==> config.mk <==
export PLATFORM = sky130hd
export DESIGN_NAME = gate_pipe_unit
export DESIGN_NICKNAME = d
export VERILOG_FILES = /design/src/rtl/gate_pipe_unit.sv
export SDC_FILE = /design/constraint.sdc
export NUM_CORES = 1
export LEC_CHECK = 0
export ABC_AREA = 1
export CAP_MARGIN = 25
export CORE_MARGIN = 10
export CORE_UTILIZATION = 54
export DETAILED_ROUTE_END_ITERATION = 6
export PLACE_DENSITY_LB_ADDON = 0.05
export SYNTH_ARGS = -nofsm -noshare
export SYNTH_HDL_FRONTEND = slang
export SYNTH_SLANG_ARGS = --single-unit
==> constraint.sdc <==
create_clock -name clk -period 1.8 [get_ports clk]
set_input_delay 0.36 -clock clk [delete_from_list [all_inputs] [get_ports clk]]
set_output_delay 0.36 -clock clk [all_outputs]
set_load 0.005 [all_outputs]
==> src/rtl/gate_pipe_unit.sv <==
// Two-stage pipelined bitwise gate unit with valid/ready handshake,
// accumulator feedback and registered zero/parity result flags.
module gate_pipe_unit #(
  parameter int unsigned WIDTH = 8
) (
  input  logic             clk,
  input  logic             rst,
  input  logic             in_valid,
  output logic             in_ready,
  input  logic [2:0]       in_op,
  input  logic [WIDTH-1:0] in_a,
  input  logic [WIDTH-1:0] in_b,
  input  logic             in_acc,
  output logic             out_valid,
  input  logic             out_ready,
  output logic [WIDTH-1:0] out_y,
  output logic             out_zero,
  output logic             out_parity
);

  localparam logic [2:0] OP_AND  = 3'd0;
  localparam logic [2:0] OP_OR   = 3'd1;
  localparam logic [2:0] OP_XOR  = 3'd2;
  localparam logic [2:0] OP_NAND = 3'd3;
  localparam logic [2:0] OP_NOR  = 3'd4;
  localparam logic [2:0] OP_XNOR = 3'd5;
  localparam logic [2:0] OP_NOTA = 3'd6;
  localparam logic [2:0] OP_PASS = 3'd7;

  logic             r_s1_valid;
  logic [WIDTH-1:0] r_s1_y;
  logic [WIDTH-1:0] r_acc;
  logic             r_out_valid;
  logic [WIDTH-1:0] r_out_y;
  logic             r_out_zero;
  logic             r_out_parity;

  logic             w_s2_free;
  logic             w_s1_adv;
  logic             w_in_ready;
  logic             w_accept;
  logic [WIDTH-1:0] w_a_eff;
  logic [WIDTH-1:0] w_result;

  // Handshake: in_ready sees only registered state, out_ready and reset.
  assign w_s2_free  = !r_out_valid || out_ready;
  assign w_s1_adv   = r_s1_valid && w_s2_free;
  assign w_in_ready = !rst && (!r_s1_valid || w_s2_free);
  assign w_accept   = in_valid && w_in_ready;

  always_comb begin
    w_a_eff  = in_acc ? r_acc : in_a;
    w_result = '0;
    case (in_op)
      OP_AND:  w_result = w_a_eff & in_b;
      OP_OR:   w_result = w_a_eff | in_b;
      OP_XOR:  w_result = w_a_eff ^ in_b;
      OP_NAND: w_result = ~(w_a_eff & in_b);
      OP_NOR:  w_result = ~(w_a_eff | in_b);
      OP_XNOR: w_result = ~(w_a_eff ^ in_b);
      OP_NOTA: w_result = ~w_a_eff;
      OP_PASS: w_result = in_b;
      default: w_result = '0;
    endcase
  end

  // Stage 1 and accumulator; a new accept wins over clearing on advance.
  always_ff @(posedge clk or posedge rst) begin
    if (rst) begin
      r_s1_valid <= 1'b0;
      r_s1_y     <= '0;
      r_acc      <= '0;
    end else if (w_accept) begin
      r_s1_valid <= 1'b1;
      r_s1_y     <= w_result;
      r_acc      <= w_result;
    end else if (w_s1_adv) begin
      r_s1_valid <= 1'b0;
    end
  end

  // Stage 2 output register; holds while the consumer stalls.
  always_ff @(posedge clk or posedge rst) begin
    if (rst) begin
      r_out_valid  <= 1'b0;
      r_out_y      <= '0;
      r_out_zero   <= 1'b0;
      r_out_parity <= 1'b0;
    end else if (w_s1_adv) begin
      r_out_valid  <= 1'b1;
      r_out_y      <= r_s1_y;
      r_out_zero   <= (r_s1_y == '0);
      r_out_parity <= ^r_s1_y;
    end else if (out_ready) begin
      r_out_valid  <= 1'b0;
    end
  end

  assign in_ready   = w_in_ready;
  assign out_valid  = r_out_valid;
  assign out_y      = r_out_y;
  assign out_zero   = r_out_zero;
  assign out_parity = r_out_parity;

endmodule

## After elaboration in Yosys (flattened, before gate mapping)

Index checks and enable logic that the tools add are counted.
Widths: inputs -> output; s select.

- Flip-flop bits (word level): 20
- Input bits: 24
- Output and inout bits: 12
- Logic and storage cells: 39

- Eq/ne operators: 7
- Mux-type cells: 6
- Bitwise gates (word level): 7
- Reduce and logical (&&, ||, !) cells: 13

Operator list:

| cell | number |
|---|---|
| $pmux 8 s8 | 1 |
| $not 8->8 | 4 |
| $eq 3x3->1 const B | 4 |
| $and 8x8->8 | 1 |
| $logic_not 8->1 | 1 |
| $mux 8 | 1 |
| $or 8x8->8 | 1 |
| $reduce_xor 8->1 | 1 |
| $xor 8x8->8 | 1 |
| $eq 3x2->1 const B | 2 |
| $mux 1 | 4 |
| $reduce_bool 2->1 | 2 |
| $eq 3x1->1 const B | 1 |
| $logic_and 1x1->1 | 3 |
| $logic_not 1->1 | 3 |
| $logic_not 3->1 | 1 |
| $logic_or 1x1->1 | 2 |

## Depth between registers and ports, before layout

Gate-level depths: netlist of run 1.

- Word-level depth: 6
- Gate-level depth with buffers: 13
- Depth with buffers taken out: 12

## Worst setup path before layout of run 1

No wires, ideal clock.

- Path kind: input-to-reg
- From: input port in_acc
- To: register r_acc[6]
- Setup time: 0.116 ns
- Data arrival time: 1.369 ns
- Data required time: 1.684 ns
- Path slack: 0.315 ns
- Stages on the path: 12
- Path buffers: 1
- Cells stage by stage: buf_2 > inv_2 > nand2_1 > nand2_1 > ha_1 > inv_1 > nand3_1 > nand2_1 > nor2_1 > nand2_1 > nand2_1 > nand2_1

- Longest elaborated chain between the ends: 4
- Elaborated cells on any way between the ends: 9
- Classes of those cells: mux (2); bitwise (7)

RTL lines:

| what | line | RTL |
|---|---|---|
| start, declared | 13 | `input logic in_acc,` |
| $mux 8 (*) | 52 | `w_a_eff = in_acc ? r_acc : in_a;` |
| $xor 8x8->8 (tied with other cells) | 57, 60 |  |
| $not 8->8 (on tied branches) | 60, 58, 59 |  |
| $pmux 8 s8 (*) | 54 | `case (in_op)` |
| end signal, assigned | 76 | `r_acc <= w_result;` |
| end, declared | 32 | `logic [WIDTH-1:0] r_acc;` |

Every way passes the cells marked *; elsewhere a longest branch is shown, timed or not.
A chain may end at the register's enable or synchronous reset.

## Worst setup path after layout of run 1

- From: input port out_ready
- To: output port in_ready

- Longest elaborated chain between the ends: 3

RTL lines:

| what | line | RTL |
|---|---|---|
| start, declared | 15 | `input logic out_ready,` |
| $logic_or 1x1->1 | 46 | `assign w_s2_free = !r_out_valid \|\| out_ready;` |
| $logic_or 1x1->1 | 48 | `assign w_in_ready = !rst && (!r_s1_valid \|\| w_s2_free);` |
| $logic_and 1x1->1 | 48 |  |
| end, declared | 9 | `output logic in_ready,` |

Every way passes these cells.

==> results of run 1 <==
report_power, final:
group / total [mW] / internal [mW] / switching, mW
clock network: 0.300 / 0.150 / 0.151
registers: 0.612 / 0.555 / 0.0563
logic: 0.869 / 0.439 / 0.431
cells by family after synthesis:
family | Yosys count | share of synthesized area (%)
fa+ha+maj | 20 | 12.18
compound gates | 18 | 4.385
xor+xnor | 3 | 1.279
simple gates | 185 | 41.78
buf+inv | 75 | 16.02
flops | 20 | 24.36
per-stage QoR:
| stage | util, % | setup TNS [ns] | power, mW | setup slack (ns) |
|---|---|---|---|---|
| floorplan | - | 0 | 1.103 | 0.3149 |
| global placement | 72.59 | -1.268 | 1.465 | -0.1774 |
| detailed placement | 72.59 | -1.513 | 1.491 | -0.1909 |
| finish | 73.86 | 0 | 1.781 | 0.1279 |
| global route | 73.86 | 0 | 1.922 | 0.04006 |
| CTS | 73.68 | 0 | 1.789 | 0.07830 |
worst paths after layout:
kind                       slack [ns]  endpoint  depth (start not counted)
max                              0.13  in_ready                          6
min                              0.48  r_acc[5]                          2
max reg2reg                      0.32  r_acc[3]                         11
min reg2reg                      0.48  r_acc[5]                          2
max in group asynchronous        1.10  r_acc[1]                          3
min in group asynchronous        0.49  r_acc[6]                          3
cell type report:
cell class / count / area, µm²
timing repair buffer: 64 / 635.6
clock buffer: 3 / 41.29
multi-input combinational: 226 / 1225
inverter: 63 / 241.5
fill: 328 / 957.2
tap: 48 / 60.06
sequential: 20 / 500.5
sequential cells by signal, indices dropped and copies added, names as in the netlist:
register and count:
out_valid 1, r_acc 8, out_parity 1, r_s1_valid 1, out_zero 1, out_y 8
routing by layer:
| metal | wire, µm | vias up | GRT usage (%) |
|---|---|---|---|
| met5 | 0 | - | 0 |
| met4 | 58 | 0 | 6.973 |
| met3 | 380 | 4 | 3.603 |
| met2 | 2637 | 70 | 28.28 |
| met1 | 2413 | 962 | 21.66 |
| li1 | - | 1098 | - |
cells in the mapped netlist (all sizes together):
| master | n | area share [%] |
|---|---|---|
| clkbuf | 2 | 0.37 |
| ha | 20 | 12 |
| buf | 10 | 3.9 |
| nand2 | 123 | 24 |
| o21ai | 10 | 2.4 |
| nand4 | 17 | 5.2 |
| nand3 | 25 | 6.1 |
| xnor2 | 3 | 1.3 |
| dfrtp | 20 | 24 |
| a21oi | 8 | 1.9 |
| nor2 | 20 | 6.4 |
| inv | 63 | 12 |
what timing repair did:
action,CTS,global route
gates cloned,0,0
endpoints found under the setup margin,1,6
gates resized for setup,1,2
critical path: cells and delay by family:
kind | cells | cell delay (ns)
buffers and inverters | 4 | 0.80
and+or+nand+nor | 2 | 0.15
placed cells by master (no fill, tap or decap), drive strengths merged:
cell and instances:
a21oi 8, nand4 17, buf 29, nor2 20, ha 20, nand3 25
nand2 123, clkdlybuf4s50 33, dlygate4sd2 1, o21ai 10, dlymetal6s2s 1, clkbuf 3
inv 63, dfrtp 20, xnor2 3
==> impl_results.md, run 1 <==
* Outcome: finished, final reports clean
* Synth-to-layout area growth at 31.61%
* Vias in the first global route at 2060
* Required time worst endpoint at about 1.4 ns
* Iter 0 DRT Violations at roughly 140
* Detailed Route WL at 5489 µm
* Maximum clock rate at approximately 600 MHz
* Reg2reg start: r_acc[3]
* Placed cells at ~420
* Crit start category: primary input
* Input/output buffers at 35
* Final #Nets at ~420
* Total number of vias at between 2000 and 2500
* Hold Path Origin: r_acc[5]
* Row cnt at 22
* Worst setup path class: in -> out
* Drt first pass iters at 4
* DR DRC count at 0
* Final cell count without fillers at roughly 420
* Dpl cell area at between 2000 and 3000 µm²
* Post-route ant nets at 0
* Layout Skew at ~0.00056 ns
* Worst setup EP type: output pin
* Yosys warning total at 0
* Worst-path cell chain: clkdlybuf4s50_1 > inv_1 > nand3_1 > nand2_1 > inv_2 > dlygate4sd2_1
* Skew-Pair Late Insertion Delay at 0.26 ns
* Post-synth cell types at 21
* RSZ-0062 raised after global routing: false
* First-pass GRT wire length at 9266 µm
* Crit path largest cell delay at between 0.4 and 0.5 ns
* Pin count of the biggest net entering global routing at 22
* Critical Path AT at about 1.3 ns
* CTS tree: done
* Hold Path Class: reg -> reg
* Die Wd at 81.68 µm
* Vias/cell at a little over 5
* Critical Path Start: out_ready
* P_leak at between 1.5 and 2 nW
* Post-synthesis sequential area ratio at ~24%
* Clock transition at the registers of the reported paths at 0.07 ns
* Hpwl dp at 4277 µm
* Synth Area per Inst at ~6.4 µm²
* Total track usage at between 15 and 20%
* Power per cell area at around 660 nW/µm²
* H-tree Lvls at 1
* Critical path's slowest cell: clkdlybuf4s50_1
* Max Transition Viols Final at 0
* Post-route design area at between 2000 and 3000 µm²
* Final setup viols at 0
* Syn Nets at between 300 and 400
* Final worst path period need at 1.672 ns
* Fin. Hold Viols at 0
* Initial antenna violation count at 0
* Slew @ Worst Pin at ~0.36 ns
* Synthesized flop and latch total at 20
* Antenna diodes at 0
* Num CTS Buffers at 3
* Initial Utilization at ~56%
* Final Cycle Share at 92.89%
* Layout cell share with drive strength beyond 1 at 12.23%
* Routed WL per cell at 12.95 µm
* Core area at about 3700 µm²
* Post-CTS Setup Bufs at 0
* Post-CTS Hold Buffers at 0
* Die H at around 82 µm
* Die ar. at between 6000 and 7000 µm²
* Mapped cell area at roughly 2100 µm²
* I/O pin count at 36
* Gpl congestion at roughly 0.9
* Max cap viols at 0
* CTS Sinks at 20
* Maximum root-to-sink buffer count at 2
* Synthesized instance count at approximately 320
* Peak supply drop at approximately 0.54 mV
* GRT overflow at 0
* Max-slew headroom at 75.78%
* Worst-path maximum fanout at 2
* Worst slack on hold paths at about 0.48 ns
* CTS root buf: clkbuf_8
(Power assumes the default switching activity.)
==> run 2: changes to the inputs <==
--- a/config.mk
+++ b/config.mk
@@ -9,6 +9,7 @@
 export CAP_MARGIN = 25
 export CORE_MARGIN = 10
 export CORE_UTILIZATION = 54
+export CTS_CLUSTER_DIAMETER = 50
 export DETAILED_ROUTE_END_ITERATION = 6
 export PLACE_DENSITY_LB_ADDON = 0.05
 export SYNTH_ARGS = -nofsm -noshare
==> results of run 2 <==
The final DEF is identical to that of run 1; final timing and power are the same.
==> run 3: changes to the inputs <==
--- a/config.mk
+++ b/config.mk
@@ -7,11 +7,15 @@
 export LEC_CHECK = 0
 export ABC_AREA = 1
 export CAP_MARGIN = 25
+export CELL_PAD_IN_SITES_DETAIL_PLACEMENT = 1
+export CELL_PAD_IN_SITES_GLOBAL_PLACEMENT = 2
 export CORE_MARGIN = 10
-export CORE_UTILIZATION = 54
+export CORE_UTILIZATION = 28
+export CTS_BUF_LIST = sky130_fd_sc_hd__clkbuf_16
 export CTS_CLUSTER_DIAMETER = 50
 export DETAILED_ROUTE_END_ITERATION = 6
 export PLACE_DENSITY_LB_ADDON = 0.05
+export SLEW_MARGIN = 10
 export SYNTH_ARGS = -nofsm -noshare
 export SYNTH_HDL_FRONTEND = slang
 export SYNTH_SLANG_ARGS = --single-unit
==> run 3 against run 2 <==
  * Wire length grew 23%
  * Maximum frequency shrank 0.48%
  * Clock skew grew 0.0053 ns
  * Combinational power grew 5.1%
  * Sequential share of layout area shrank 1.3 points
  * First-iteration DRC count shrank 50%
  * Cell area grew 7.6%
  * Core utilization shrank 33 points
  * Global-route usage shrank 5.0 points
  * Critical endpoint is now r_acc[0]
  * Via count grew 0.84%
  * Clock-buffer cell count is the same
==> impl_results.md, run 3 (synthesis gave the netlist of run 1 again) <==
* Outcome: finished, final reports clean
* Initial Utilization at 28.63% (-27 points)
* Final worst path period need at 1.680 ns (+0.007997 ns)
* TNS Setup at 0 ns (unchanged)
* Num CTS Buffers at 3 (unchanged)
* Routed WL per cell at 13.89 µm (+7.3%)
* Critical Path AT at 1.82 ns (+0.51 ns)
* First-pass GRT wire length at 11410 µm (+23%)
* Final Cycle Share at 93.34% (+0.44 points)
* Worst setup EP type: flip-flop
* WL met2 at 3132 µm (+19%)
* Peak supply drop at 0.2613 mV (-51%)
* Drt first pass iters at 4 (unchanged)
* Max cap viols at 0 (unchanged)
* Final setup viols at 0 (unchanged)
* Worst setup path class: in -> reg
* Die Wd at 105.7 µm (+29%)
* Row cnt at 31 (+41%)
* Hold Path Class: in -> async
* Vias/cell at 4.428 (-12%)
* Vias in the first global route at 2313 (+12%)
* Filler cells at 940 (+190%)
* Post-route design area at 2910 µm² (+7.6%)
* Total number of vias at 2152 (+0.84%)
* Final Power at 1.973 mW (+11%)
* Input/output buffers at 35 (unchanged)
* Total track usage at 12.30% (-5.0 points)
* Skew-Pair Late Insertion Delay at 0.25 ns (about the same)
* Final #Nets at 433 (+2.6%)
* Commonest non-fill, non-tap cells in the layout: nand2_1 (118), inv_1 (57), clkdlybuf4s50_1 (33), buf_4 (33), nand3_1 (25)
* Met1 wire length at 3222 µm (+34%)
* Die H at 105.7 µm (+29%)
* Max-slew headroom at 82.04% (+6.3 points)
* CTS Sinks at 20 (unchanged)
* Antenna diodes at 0 (unchanged)
* Pin count of the biggest net entering global routing at 22 (unchanged)
* Final cell count without fillers at 486 (+15%)
* I/O pin count at 36 (unchanged)
* Placed cells at 483 (+15%)
* Required time worst endpoint at 1.94 ns (+0.50 ns)
* Initial antenna violation count at 0 (unchanged)
* Power per cell area at 677.9 nW/µm² (+2.9%)
* Core area at 7176 µm² (+96%)
* Layout Skew at 0.005904 ns (+0.005340 ns)
* RSZ-0062 raised after global routing: false
* CTS tree: done
* PnR worst setup slack at 0.1199 ns (-0.007997 ns)
* Clock transition at the registers of the reported paths at 0.06 ns (about the same)
* Final core occ at 40.56% (-33 points)
* Multi-input combinational cell area at 1240 µm² (+1.2%)
* P_leak at 1.667 nW (+4.2%)
* Die ar. at 11160 µm² (+67%)
* Crit start category: primary input
* Slew @ Worst Pin at 0.2695 ns (-0.09258 ns)
* Routed met3 length at 285 µm (-25%)
* Maximum clock rate at 595.2 MHz (-0.48%)
* Sequential Area at 500.5 µm² (unchanged)
* Synth-to-layout area growth at 41.66%
* GRT overflow at 0 (unchanged)
* DR DRC count at 0 (unchanged)
* Worst slack on hold paths at 0.4751 ns (-0.007503 ns)
* Layout cell share with drive strength beyond 1 at 15.25% (+3.0 points)
* Gpl congestion at 0.8043 (-10%)
* Hpwl dp at 5419 µm (+27%)
* Iter 0 DRT Violations at 70 (-50%)
* Commonest non-fill, non-tap cell in the layout: nand2_1
* DR top layer: met4
* Place WS at -0.2930 ns (-0.1021 ns)
* CTS root buf: clkbuf_16
* H-tree Lvls at 1 (unchanged)
* Maximum root-to-sink buffer count at 2 (unchanged)
* Dpl cell area at 2816 µm² (+6.0%)
* Worst-path maximum fanout at 2 (unchanged)
* Detailed Route WL at 6750 µm (+23%)
* Max Transition Viols Final at 0 (unchanged)
* Post-route ant nets at 0 (unchanged)
* Fin. Hold Viols at 0 (unchanged)
-- run 3: cell types whose count changed in the layout (fill, tap and decap cells not counted), sizes merged --
cell | previous run | this run
buf | 29 | 40
dlygate4sd2 | 1 | 2
dlymetal6s2s | 1 | 0
-- run 3: critical path, stage by stage --
cell,delay (ns)
clkdlybuf4s50_1,0.45
inv_1,0.04
nand2_1,0.05
nand2_1,0.10
ha_1,0.33
inv_1,0.05
nand3_1,0.07
nand2_1,0.05
nor2_1,0.12
nand2_1,0.07
nand2_1,0.07
nand2_1,0.05
-- run 3: routing by layer --
layer / vias up / GRT usage (%)
met3: 8 / 1.888
li1: 1122 / -
met5: - / 0
met1: 982 / 16.13
met4: 0 / 4.352
met2: 40 / 19.96
-- run 3: report_power, final --
group          total (mW)  switching, mW  internal (mW)  leakage [nW]
registers           0.612         0.0551          0.556         0.255
clock network       0.449          0.156          0.293        0.0370
logic               0.913          0.451          0.461          1.37
-- run 3: path summary, 6_finish.rpt --
| kind | to | from | depth (start not counted) | slack, ns |
|---|---|---|---|---|
| min in group clk | r_acc[4] | r_acc[4] | 2 | 0.48 |
| worst max register to register | r_acc[0] | r_acc[0] | 11 | 0.26 |
| max in group asynchronous | r_acc[0] | rst | 3 | 1.10 |
| worst min-delay path | out_valid | rst | 3 | 0.48 |
| worst max-delay path | r_acc[0] | in_a[0] | 12 | 0.12 |
| worst min register to register | r_acc[4] | r_acc[4] | 2 | 0.48 |
-- run 3: cell type report --
cell class,count,share of cell area (%)
flip-flops and latches,20,17.20
multi-input cells,226,42.61
well taps,99,4.256
repair buffers,75,24.98
clock buffers,3,2.580
inverters,63,8.383
-- run 3: repair_timing --
action                                  CTS  global route
hold buffers                              0             0
gates resized for setup                   5             1
buffers inserted                          0             0
endpoints found under the setup margin    4             1
